`src/rtl/ppu_pkg.sv`:
```
`default_nettype none
// ============================================================================
//  Module      : ppu_pkg
//  Description : Shared PPU types and constants for the sprite line scheduler.
//  Revision    : 1.0
// ============================================================================
package ppu_pkg;

    localparam int SPR_SIZE_DEF = 16;
    localparam int NUM_SLOTS    = 4;

    typedef struct packed {
        logic [9:0] x;
        logic [8:0] y;
        logic       vis;
    } spr_attr_t;

    typedef enum logic [1:0] {
        IDLE   = 2'd0,
        SCAN   = 2'd1,
        COMMIT = 2'd2
    } sched_state_e;

endpackage
`default_nettype wire

```
`src/rtl/sprite_line_sched_if.sv`:
```
`default_nettype none
// ============================================================================
//  Module      : sprite_line_sched_if
//  Description : Scan control, attribute-table write and slot result bundle.
//  Revision    : 1.0
// ============================================================================
interface sprite_line_sched_if
    import ppu_pkg::*;
#(
    parameter int NUM_SPR = 16
);
    localparam int IDW = $clog2(NUM_SPR);

    logic                                scan_start;
    logic [8:0]                          scan_y;
    logic                                wr_en;
    logic [IDW-1:0]                      wr_idx;
    logic [9:0]                          wr_x;
    logic [8:0]                          wr_y;
    logic                                wr_vis;
    logic                                wr_ready;
    logic [NUM_SLOTS-1:0]                slot_valid;
    logic [NUM_SLOTS-1:0][9:0]           slot_x;
    logic [NUM_SLOTS-1:0][8:0]           slot_y;
    logic [NUM_SLOTS-1:0][IDW-1:0]       slot_id;
    logic                                busy;
    logic                                done;
    logic                                overflow;

    modport slave (
        input  scan_start, scan_y, wr_en, wr_idx, wr_x, wr_y, wr_vis,
        output wr_ready, slot_valid, slot_x, slot_y, slot_id, busy, done, overflow
    );

    modport master (
        output scan_start, scan_y, wr_en, wr_idx, wr_x, wr_y, wr_vis,
        input  wr_ready, slot_valid, slot_x, slot_y, slot_id, busy, done, overflow
    );

endinterface
`default_nettype wire

```
`src/rtl/spr_line_hit.sv`:
```
`default_nettype none
// ============================================================================
//  Module      : spr_line_hit
//  Description : Tests whether one sprite covers the given scanline.
//  Revision    : 1.0
// ============================================================================
module spr_line_hit
    import ppu_pkg::*;
#(
    parameter int SPR_SIZE = SPR_SIZE_DEF
) (
    input  spr_attr_t  attr_i,
    input  logic [8:0] scan_y_i,
    output logic       hit_o
);
    localparam logic [9:0] c_SIZE_M1 = 10'(SPR_SIZE - 1);

    logic [9:0] w_top;
    logic [9:0] w_bot;
    logic [9:0] w_line;

    // 10-bit span so a sprite starting near line 511 extends past it instead of wrapping
    assign w_top  = {1'b0, attr_i.y};
    assign w_bot  = w_top + c_SIZE_M1;
    assign w_line = {1'b0, scan_y_i};
    assign hit_o  = attr_i.vis && (w_line >= w_top) && (w_line <= w_bot);

endmodule
`default_nettype wire

```
`src/rtl/sprite_line_sched.sv`:
```
`default_nettype none
// ============================================================================
//  Module      : sprite_line_sched
//  Description : Per-scanline sprite picker; SPR_SCHED_OVERFLOW_EN enables
//                overflow flagging and early scan termination.
//  Revision    : 1.0
// ============================================================================
module sprite_line_sched
    import ppu_pkg::*;
#(
    parameter int NUM_SPR  = 16,
    parameter int SPR_SIZE = SPR_SIZE_DEF
) (
    input  logic                clk,
    input  logic                reset,
    sprite_line_sched_if.slave  bus
);
    localparam int             IDW        = $clog2(NUM_SPR);
    localparam int             SLW        = $clog2(NUM_SLOTS);
    localparam int             CNTW       = $clog2(NUM_SLOTS + 1);
    localparam logic [IDW-1:0] c_LAST_IDX = IDW'(NUM_SPR - 1);

    sched_state_e                   state_q, state_d;
    spr_attr_t                      tbl_q [NUM_SPR];
    logic [IDW-1:0]                 idx_q, idx_d;
    logic [8:0]                     line_q, line_d;
    logic [CNTW-1:0]                cnt_q, cnt_d;
    logic [NUM_SLOTS-1:0]           sh_valid_q, sh_valid_d;
    logic [NUM_SLOTS-1:0][9:0]      sh_x_q, sh_x_d;
    logic [NUM_SLOTS-1:0][8:0]      sh_y_q, sh_y_d;
    logic [NUM_SLOTS-1:0][IDW-1:0]  sh_id_q, sh_id_d;
    logic                           sh_ovf_q, sh_ovf_d;
    logic [NUM_SLOTS-1:0]           valid_q, valid_d;
    logic [NUM_SLOTS-1:0][9:0]      x_q, x_d;
    logic [NUM_SLOTS-1:0][8:0]      y_q, y_d;
    logic [NUM_SLOTS-1:0][IDW-1:0]  id_q, id_d;
    logic                           ovf_q, ovf_d;
    logic                           done_q, done_d;
    logic                           w_hit;
    logic                           w_wr_ok;

    assign w_wr_ok = bus.wr_en && (state_q == IDLE) && (int'(bus.wr_idx) < NUM_SPR);

    always_ff @(posedge clk) begin
        if (!reset) begin
            for (int i = 0; i < NUM_SPR; i++) begin
                tbl_q[i] <= '0;
            end
        end else if (w_wr_ok) begin
            tbl_q[bus.wr_idx] <= '{x: bus.wr_x, y: bus.wr_y, vis: bus.wr_vis};
        end
    end

    spr_line_hit #(
        .SPR_SIZE (SPR_SIZE)
    ) u_hit (
        .attr_i   (tbl_q[idx_q]),
        .scan_y_i (line_q),
        .hit_o    (w_hit)
    );

    always_ff @(posedge clk) begin
        if (!reset) begin
            state_q    <= IDLE;
            idx_q      <= '0;
            line_q     <= '0;
            cnt_q      <= '0;
            sh_valid_q <= '0;
            sh_x_q     <= '0;
            sh_y_q     <= '0;
            sh_id_q    <= '0;
            sh_ovf_q   <= 1'b0;
            valid_q    <= '0;
            x_q        <= '0;
            y_q        <= '0;
            id_q       <= '0;
            ovf_q      <= 1'b0;
            done_q     <= 1'b0;
        end else begin
            state_q    <= state_d;
            idx_q      <= idx_d;
            line_q     <= line_d;
            cnt_q      <= cnt_d;
            sh_valid_q <= sh_valid_d;
            sh_x_q     <= sh_x_d;
            sh_y_q     <= sh_y_d;
            sh_id_q    <= sh_id_d;
            sh_ovf_q   <= sh_ovf_d;
            valid_q    <= valid_d;
            x_q        <= x_d;
            y_q        <= y_d;
            id_q       <= id_d;
            ovf_q      <= ovf_d;
            done_q     <= done_d;
        end
    end

    always_comb begin
        state_d    = state_q;
        idx_d      = idx_q;
        line_d     = line_q;
        cnt_d      = cnt_q;
        sh_valid_d = sh_valid_q;
        sh_x_d     = sh_x_q;
        sh_y_d     = sh_y_q;
        sh_id_d    = sh_id_q;
        sh_ovf_d   = sh_ovf_q;
        valid_d    = valid_q;
        x_d        = x_q;
        y_d        = y_q;
        id_d       = id_q;
        ovf_d      = ovf_q;
        done_d     = 1'b0;
        case (state_q)
            IDLE: begin
                if (bus.scan_start) begin
                    state_d    = SCAN;
                    idx_d      = '0;
                    line_d     = bus.scan_y;
                    cnt_d      = '0;
                    sh_valid_d = '0;
                    sh_x_d     = '0;
                    sh_y_d     = '0;
                    sh_id_d    = '0;
                    sh_ovf_d   = 1'b0;
                end
            end
            SCAN: begin
                idx_d = idx_q + 1'b1;
                if (idx_q == c_LAST_IDX) begin
                    state_d = COMMIT;
                end
                if (w_hit) begin
                    if (cnt_q < CNTW'(NUM_SLOTS)) begin
                        sh_valid_d[cnt_q[SLW-1:0]] = 1'b1;
                        sh_x_d[cnt_q[SLW-1:0]]     = tbl_q[idx_q].x;
                        sh_y_d[cnt_q[SLW-1:0]]     = tbl_q[idx_q].y;
                        sh_id_d[cnt_q[SLW-1:0]]    = idx_q;
                        cnt_d                      = cnt_q + 1'b1;
                    end
`ifdef SPR_SCHED_OVERFLOW_EN
                    else begin
                        sh_ovf_d = 1'b1;
                        state_d  = COMMIT;
                    end
`endif
                end
            end
            COMMIT: begin
                state_d = IDLE;
                valid_d = sh_valid_q;
                x_d     = sh_x_q;
                y_d     = sh_y_q;
                id_d    = sh_id_q;
                ovf_d   = sh_ovf_q;
                done_d  = 1'b1;
            end
            default: state_d = IDLE;
        endcase
    end

    // With the overflow feature compiled out sh_ovf is never set, so overflow stays 0
    assign bus.overflow   = ovf_q;
    assign bus.busy       = (state_q != IDLE);
    assign bus.wr_ready   = (state_q == IDLE);
    assign bus.done       = done_q;
    assign bus.slot_valid = valid_q;
    assign bus.slot_x     = x_q;
    assign bus.slot_y     = y_q;
    assign bus.slot_id    = id_q;

endmodule
`default_nettype wire

```
`src/flat_wrapper.sv`:
```
// flat-port wrapper written by rule: the top's interface ports become plain ports
module sprite_line_sched_flat import ppu_pkg::*;
#(
    parameter int NUM_SPR  = 16,
    parameter int SPR_SIZE = SPR_SIZE_DEF
)
  (clk, reset, bus_scan_start, bus_scan_y, bus_wr_en, bus_wr_idx, bus_wr_x, bus_wr_y, bus_wr_vis, bus_wr_ready, bus_slot_valid, bus_slot_x, bus_slot_y, bus_slot_id, bus_busy, bus_done, bus_overflow);
  sprite_line_sched_if #(.NUM_SPR(NUM_SPR)) bus_i ();
  input  logic clk;
  input  logic reset;
  input wire logic [$bits(bus_i.scan_start)-1:0] bus_scan_start;
  input wire logic [$bits(bus_i.scan_y)-1:0] bus_scan_y;
  input wire logic [$bits(bus_i.wr_en)-1:0] bus_wr_en;
  input wire logic [$bits(bus_i.wr_idx)-1:0] bus_wr_idx;
  input wire logic [$bits(bus_i.wr_x)-1:0] bus_wr_x;
  input wire logic [$bits(bus_i.wr_y)-1:0] bus_wr_y;
  input wire logic [$bits(bus_i.wr_vis)-1:0] bus_wr_vis;
  output wire logic [$bits(bus_i.wr_ready)-1:0] bus_wr_ready;
  output wire logic [$bits(bus_i.slot_valid)-1:0] bus_slot_valid;
  output wire logic [$bits(bus_i.slot_x)-1:0] bus_slot_x;
  output wire logic [$bits(bus_i.slot_y)-1:0] bus_slot_y;
  output wire logic [$bits(bus_i.slot_id)-1:0] bus_slot_id;
  output wire logic [$bits(bus_i.busy)-1:0] bus_busy;
  output wire logic [$bits(bus_i.done)-1:0] bus_done;
  output wire logic [$bits(bus_i.overflow)-1:0] bus_overflow;
  assign bus_i.scan_start = bus_scan_start;
  assign bus_i.scan_y = bus_scan_y;
  assign bus_i.wr_en = bus_wr_en;
  assign bus_i.wr_idx = bus_wr_idx;
  assign bus_i.wr_x = bus_wr_x;
  assign bus_i.wr_y = bus_wr_y;
  assign bus_i.wr_vis = bus_wr_vis;
  assign bus_wr_ready = bus_i.wr_ready;
  assign bus_slot_valid = bus_i.slot_valid;
  assign bus_slot_x = bus_i.slot_x;
  assign bus_slot_y = bus_i.slot_y;
  assign bus_slot_id = bus_i.slot_id;
  assign bus_busy = bus_i.busy;
  assign bus_done = bus_i.done;
  assign bus_overflow = bus_i.overflow;
  sprite_line_sched #(.NUM_SPR(NUM_SPR), .SPR_SIZE(SPR_SIZE)) u_core (.clk(clk), .reset(reset), .bus(bus_i));
endmodule
```
`config.mk`:
```
export PLATFORM = sky130hd
export DESIGN_NAME = sprite_line_sched_flat
export DESIGN_NICKNAME = d
export VERILOG_FILES = /design/src/rtl/ppu_pkg.sv /design/src/rtl/sprite_line_sched_if.sv /design/src/rtl/spr_line_hit.sv /design/src/rtl/sprite_line_sched.sv /design/src/flat_wrapper.sv
export SDC_FILE = /design/constraint.sdc
export NUM_CORES = 1
export LEC_CHECK = 0
export ABC_AREA = 0
export BUFFER_PORTS_ARGS = -buffer_cell sky130_fd_sc_hd__buf_2
export CAP_MARGIN = 40
export CORE_ASPECT_RATIO = 0.6
export CORE_UTILIZATION = 25
export DETAILED_ROUTE_END_ITERATION = 10
export HOLD_SLACK_MARGIN = 0.08
export PLACE_DENSITY = 0.47
export SYNTH_ARGS = -nofsm -noshare
export SYNTH_HDL_FRONTEND = slang
export SYNTH_SLANG_ARGS = --single-unit
```
`constraint.sdc`:
```
create_clock -name clk -period 4.4 [get_ports clk]
set_clock_uncertainty 0.2 [all_clocks]
set_input_delay 0.66 -clock clk [delete_from_list [all_inputs] [get_ports clk]]
set_output_delay 0.66 -clock clk [all_outputs]
set_load 0.02 [all_outputs]
```
### Word level (Yosys, flattened, before mapping)

Memories as Yosys holds them, arrays and structs flattened. A register that Yosys moved wholly into a read port is not among the register bits.
Index checks and enable logic that the tools add are counted.

| word-level totals | value |
|---|---|
| register bits | 211 |
| memory bits (writable) | 320 |
| input bits | 37 |
| output and inout bits | 100 |
| word-level logic and storage cells | 105 |
| memories kept | 1 |

Memory list:

| memory | words | bits a word | read ports | clocked after Yosys merged registers in | write ports | line | source |
|---|---|---|---|---|---|---|---|
| u_core.tbl_q | 16 | 20 | 1 | 1 | 16 | sprite_line_sched.sv:24 | `spr_attr_t tbl_q [NUM_SPR];` |

| cells by class | value |
|---|---|
| add/sub/neg operators | 3 |
| order comparisons | 5 |
| eq/ne operators | 7 |
| multiplexer cells | 45 |
| bitwise operators | 1 |
| reductions and logical operators | 12 |

Operator list:

| operator | number |
|---|---|
| $mux W40 | 3 |
| $mux W36 | 3 |
| $pmux W40 S2 | 1 |
| $pmux W36 S2 | 1 |
| $mux W16 | 3 |
| $bwmux W40 | 1 |
| $bwmux W36 | 1 |
| $pmux W16 S2 | 1 |
| $mux W4 | 7 |
| $demux W10 S2 | 1 |
| $mux W20 | 1 |
| $reduce_or A20 Y1 | 1 |
| $demux W9 S2 | 1 |
| $bwmux W16 | 1 |
| $pmux W4 S2 | 2 |
| $add A9 B4 Y10 const B | 1 |
| $le A9 B10 Y1 | 1 |
| $mux W10 | 1 |
| $ge A9 B9 Y1 | 1 |
| $mux W3 | 3 |
| $mux W9 | 1 |
| $demux W4 S2 | 1 |
| $mux W1 | 7 |
| $pmux W3 S2 | 1 |
| other kinds (19) | 28 |

### Longest topological paths before layout

| depth | value |
|---|---|
| word-level depth | 8 |
| gate-level depth with buffers | 18 |
| depth with buffers taken out | 14 |

### Modules after synthesis

From an unflattened synthesis, not the netlist that was laid out.

| second synthesis, totals | value |
|---|---|
| cell total of the unflattened synthesis | 1830 |
| area, all modules | 22734.3 um^2 |

By module, submodules not included:

| module | times used | cells each | area each (um^2) | sequential area each (um^2) |
|---|---|---|---|---|
| sprite_line_sched | 1 | 1757 | 22170.0 | 13913.3 |
| spr_line_hit | 1 | 73 | 564.3 | 0.0 |

### Worst setup path after synthesis

No wires, ideal clock.

| timing | value |
|---|---|
| path kind | flip-flop to flip-flop |
| start | register with a tool-made name |
| end | register u_core.sh_id_q[12] in the netlist's numbering |
| library setup time | 0.081 ns |
| arrival time | 4.207 ns |
| required time | 4.119 ns |
| path slack | -0.088 ns |
| cell stages (with the launch flop) | 16 |
| path buffers | 3 |
| clock period less this slack | 4.488 ns |
| cells stage by stage | dfxtp_1 buf_6 buf_4 mux4_2 nand2_1 nand4_1 o41ai_4 nor3_1 xor2_1 ha_1 o21a_1 o32ai_1 a211oi_1 a211oi_4 buf_6 o22ai_1 |

RTL lines:

| element | line | source |
|---|---|---|
| end signal, assigned | sprite_line_sched.sv:87 | `sh_id_q <= sh_id_d;` |
| end, declared | sprite_line_sched.sv:31 | `logic [NUM_SLOTS-1:0][IDW-1:0] sh_id_q, sh_id_d;` |

==> results.json <==
{
  "end_kind": "register",
  "die_h_microns": 236,
  "start_util_pct": 25.3,
  "grt_pass1_vias": 14900,
  "ys.flop_type": "edfxtp_1",
  "clock_latency_ns": 0.62,
  "synth_fp_nets": 1915,
  "worstSetupStartpointType": "register",
  "first_pass_iters": 5,
  "p_comb_share_pct": 8.1,
  "clk_pin_slew_ns": 0.07,
  "place.detailed.hpwl_microns": 44000,
  "power.total_mw": 11.0,
  "slew_viol_final": 0,
  "final_cells": 3279,
  "nets": 2077,
  "power_switching_mw": 2.58,
  "p_per_area_nw_per_um2": 401,
  "cts_sinks": 535,
  "multi_input_area_sq_um": 8390,
  "numCtsBuffers": 53,
  "cts_tree": "built",
  "status": "finished clean",
  "syn-cell-area_sq_um": 22800,
  "clkPwrFrac_pct": 42.3,
  "gp_congestion": 0.798,
  "timing.final.crit_share_pct": 96.1,
  "grt_antenna_before_repair": 0,
  "viasPerCell": 4.52,
  "seq_power_share_pct": 49.6,
  "hp-class": "in -> reg",
  "yosys_warnings": 0,
  "crit_arrival_ns": 4.51,
  "setup.worst_path.class": "reg -> reg",
  "cts_max_level": 2,
  "antenna_left": 0,
  "final_cell_area_sq_um": 27500,
  "grt_max_degree": 96,
  "cts_buffer_depth": 3,
  "hold_viol": 0,
  "fillers": 9164,
  "final_core_util_pct": 30.5,
  "placed_area_sq_um": 25300,
  "dr.first_iter.drc_count": 1007,
  "rows": 85,
  "slew-limit-headroom_pct": 43.2,
  "drive_gt1_share_pct": 23.4,
  "placedCellCount": 3152,
  "pin_count": 137,
  "fp.dieArea_sq_um": 92400,
  "cp_max_fo": 8,
  "synth_cells": 1854,
  "period_needed_ns": 4.23,
  "cts-root-buf": "clkbuf_16",
  "intPower_mw": 8.45,
  "wl_microns": 65500,
  "irDropWorstVdd_uv": 264,
  "hold_ws_ns": 0.115,
  "synth_cell_type_count": 51,
  "grt_usage_pct": 13.8,
  "grt_overflow_total": 0,
  "core_area_sq_um": 90000,
  "die_x_microns": 392,
  "port_buffers": 135,
  "wl_per_cell_microns": 20.0,
  "max_freq_mhz": 236,
  "syn_avg_cell_area_sq_um": 12.3,
  "worst_slew_pin_slew_ns": 0.852,
  "setup_violations": 0,
  "p_leak_nw": 9.83,
  "seq_area_sq_um": 13900,
  "synthArstFlopShare_pct": 0,
  "drcViolationCount": 0,
  "switching_share_pct": 23.4,
  "synth-edff-count": 320,
  "vias": 14800,
  "maxCapViolCount": 0,
  "grt_pass1_wl_microns": 96500,
  "ys_seq_area_share_pct": 61.0,
  "syn2layout_area_growth_pct": 20.6,
  "crit_required_ns": 4.68,
  "synth-seq-cells": 535
}
layout by cell type, fill, tap and decap left out, types with 4 or more instances in the layout:
cell type,instances
a21oi_1,5
inv_1,9
mux2_2,14
o21ai_0,14
xnor2_1,4
clkbuf_1,5
nand2_1,347
ha_1,23
buf_4,88
nor2_1,27
bufinv_16,5
nor2b_1,5
dfxtp_1,212
o21ai_2,13
buf_2,137
and2_1,323
a21boi_0,108
clkinv_2,13
a211oi_4,5
mux2i_1,20
o22ai_1,92
o211ai_1,4
buf_12,15
nand2b_1,8
mux4_2,80
nor3_2,4
clkbuf_8,7
edfxtp_1,320
clkinv_1,8
clkbuf_16,58
o21a_1,5
nand3_1,12
buf_6,4
cell usage after synthesis (2+ instances only):
library cell / number / area [sq um]
nor2b_1: 6 / 37.5
ha_1: 24 / 300
o21ai_2: 3 / 26.3
nor4_1: 2 / 12.5
o211ai_1: 4 / 30.0
nand2b_1: 9 / 56.3
a21boi_0: 108 / 811
buf_2: 7 / 35.0
a211oi_1: 4 / 30.0
inv_1: 11 / 41.3
a21o_1: 3 / 22.5
a2111oi_0: 2 / 17.5
nor2_1: 28 / 105
a31oi_1: 3 / 18.8
a211oi_4: 4 / 80.1
edfxtp_1: 320 / 9610
mux4_2: 80 / 1800
o32ai_1: 3 / 26.3
dfxtp_1: 215 / 4300
a22oi_1: 2 / 15.0
xor2_1: 2 / 17.5
mux2_2: 14 / 158
nand2_1: 347 / 1300
o2111ai_2: 2 / 30.0
buf_4: 11 / 82.6
o21a_1: 5 / 37.5
o22ai_1: 92 / 576
buf_1: 13 / 48.8
nand4_1: 3 / 18.8
a21oi_1: 6 / 30.0
clkbuf_1: 107 / 402
xnor2_1: 4 / 35.0
nand3_1: 14 / 70.1
mux2i_1: 21 / 210
or3_4: 2 / 22.5
o21ai_0: 26 / 130
nor3_1: 7 / 35.0
and2_1: 323 / 2020
buf_6: 5 / 56.3
state kept, by name, summed over array words and instances, names as in the netlist, 2 cells and up, named ones only:
signal                 count
u_core.tbl_q             320
u_core.bus.slot_x         40
u_core.sh_x_q             40
u_core.bus.slot_y         36
u_core.sh_y_q             36
u_core.bus.slot_id        16
u_core.sh_id_q            16
u_core.line_q              9
u_core.bus.slot_valid      4
u_core.idx_q               4
u_core.sh_valid_q          4
u_core.cnt_q               3
u_core.state_q             2
timing repair:
item,4_1_cts,5_1_grt
gates cloned,0,5
buffers inserted,0,20
resized for setup,4,21
pin swaps,0,12
hold buffers,2,0
hold endpoints to repair,2,0
setup endpoints to repair,95,99
final timing paths:
path,slack (ns),cells past startpoint,start,to
setup / recovery,0.17,18,register,u_core.sh_x_q[24]
hold / removal,0.11,3,bus_scan_y[1],u_core.line_q[1]
setup reg to reg,0.17,18,register,u_core.sh_x_q[24]
hold reg to reg,0.26,2,u_core.cnt_q[2],u_core.cnt_q[2]
power groups by stage:
stage          Clock, mW  Combinational (mW)  Sequential (mW)
6_report            4.66               0.894             5.47
5_1_grt             4.99               0.961             5.48
4_1_cts             4.79               0.807             5.47
3_5_place_dp           0               0.798             5.58
3_3_place_gp           0               0.784             5.57
2_1_floorplan          0               0.490             5.56
per-layer routing:
layer  global-route usage (%)  vias to the layer above  part of all wire (%)
li1                         -                     6911                     -
met1                     20.6                     7580                    50
met2                     20.9                      265                    44
met3                     2.25                       71                   4.7
met4                     2.73                        0                   1.4
met5                        0                        -                     0
area by class of cell:
| cell class | count | share of cell area, % |
|---|---|---|
| Antenna cell | 2 | 0.0182 |
| Tap cell | 1218 | 5.54 |
| Multi-Input combinational cell | 1164 | 30.5 |
| Sequential cell | 535 | 50.7 |
| Timing Repair Buffer | 251 | 6.69 |
| Clock inverter | 32 | 1.08 |
| Clock buffer | 66 | 5.34 |
| Inverter | 11 | 0.150 |
cells by family (layout without fill, tap and decap cells):
logic type,count (synthesis),after routing,synth area share [%]
AOI/OAI and AO/OA,272,272,8.50
and+or+nand+nor,745,745,16.3
DFF,535,535,61.0
other,1,3,0.0165
muxes,116,116,9.58
buffers and inverters,155,360,3.01
adders and majority gates,24,24,1.32
xor gates and xnor gates,6,6,0.231
worst max-delay path, stage by stage, from the launching register on:
cell	delay (ns)
dfxtp_4	0.43
buf_12	0.16
mux4_2	0.51
a22oi_2	0.23
nand3_2	0.16
inv_2	0.12
ha_2	0.22
nand2_1	0.09
nand3b_1	0.11
xnor2_1	0.14
ha_1	0.28
a2111oi_2	0.36
buf_4	0.19
a211oi_4	0.06
buf_12	0.17
a211oi_4	0.23
buf_12	0.17
clkbuf_16	0.17
o22ai_1	0.07
through the flow:
stage / setup TNS [ns] / setup slack (ns)
floorplan: 0 / 0.0172
global placement: -0.0298 / -0.0149
detailed placement: -2.87 / -0.121
CTS: 0 / 0.0141
global route: -0.0668 / -0.0120
finish: 0 / 0.170
Power figures use the tool's default switching activity.
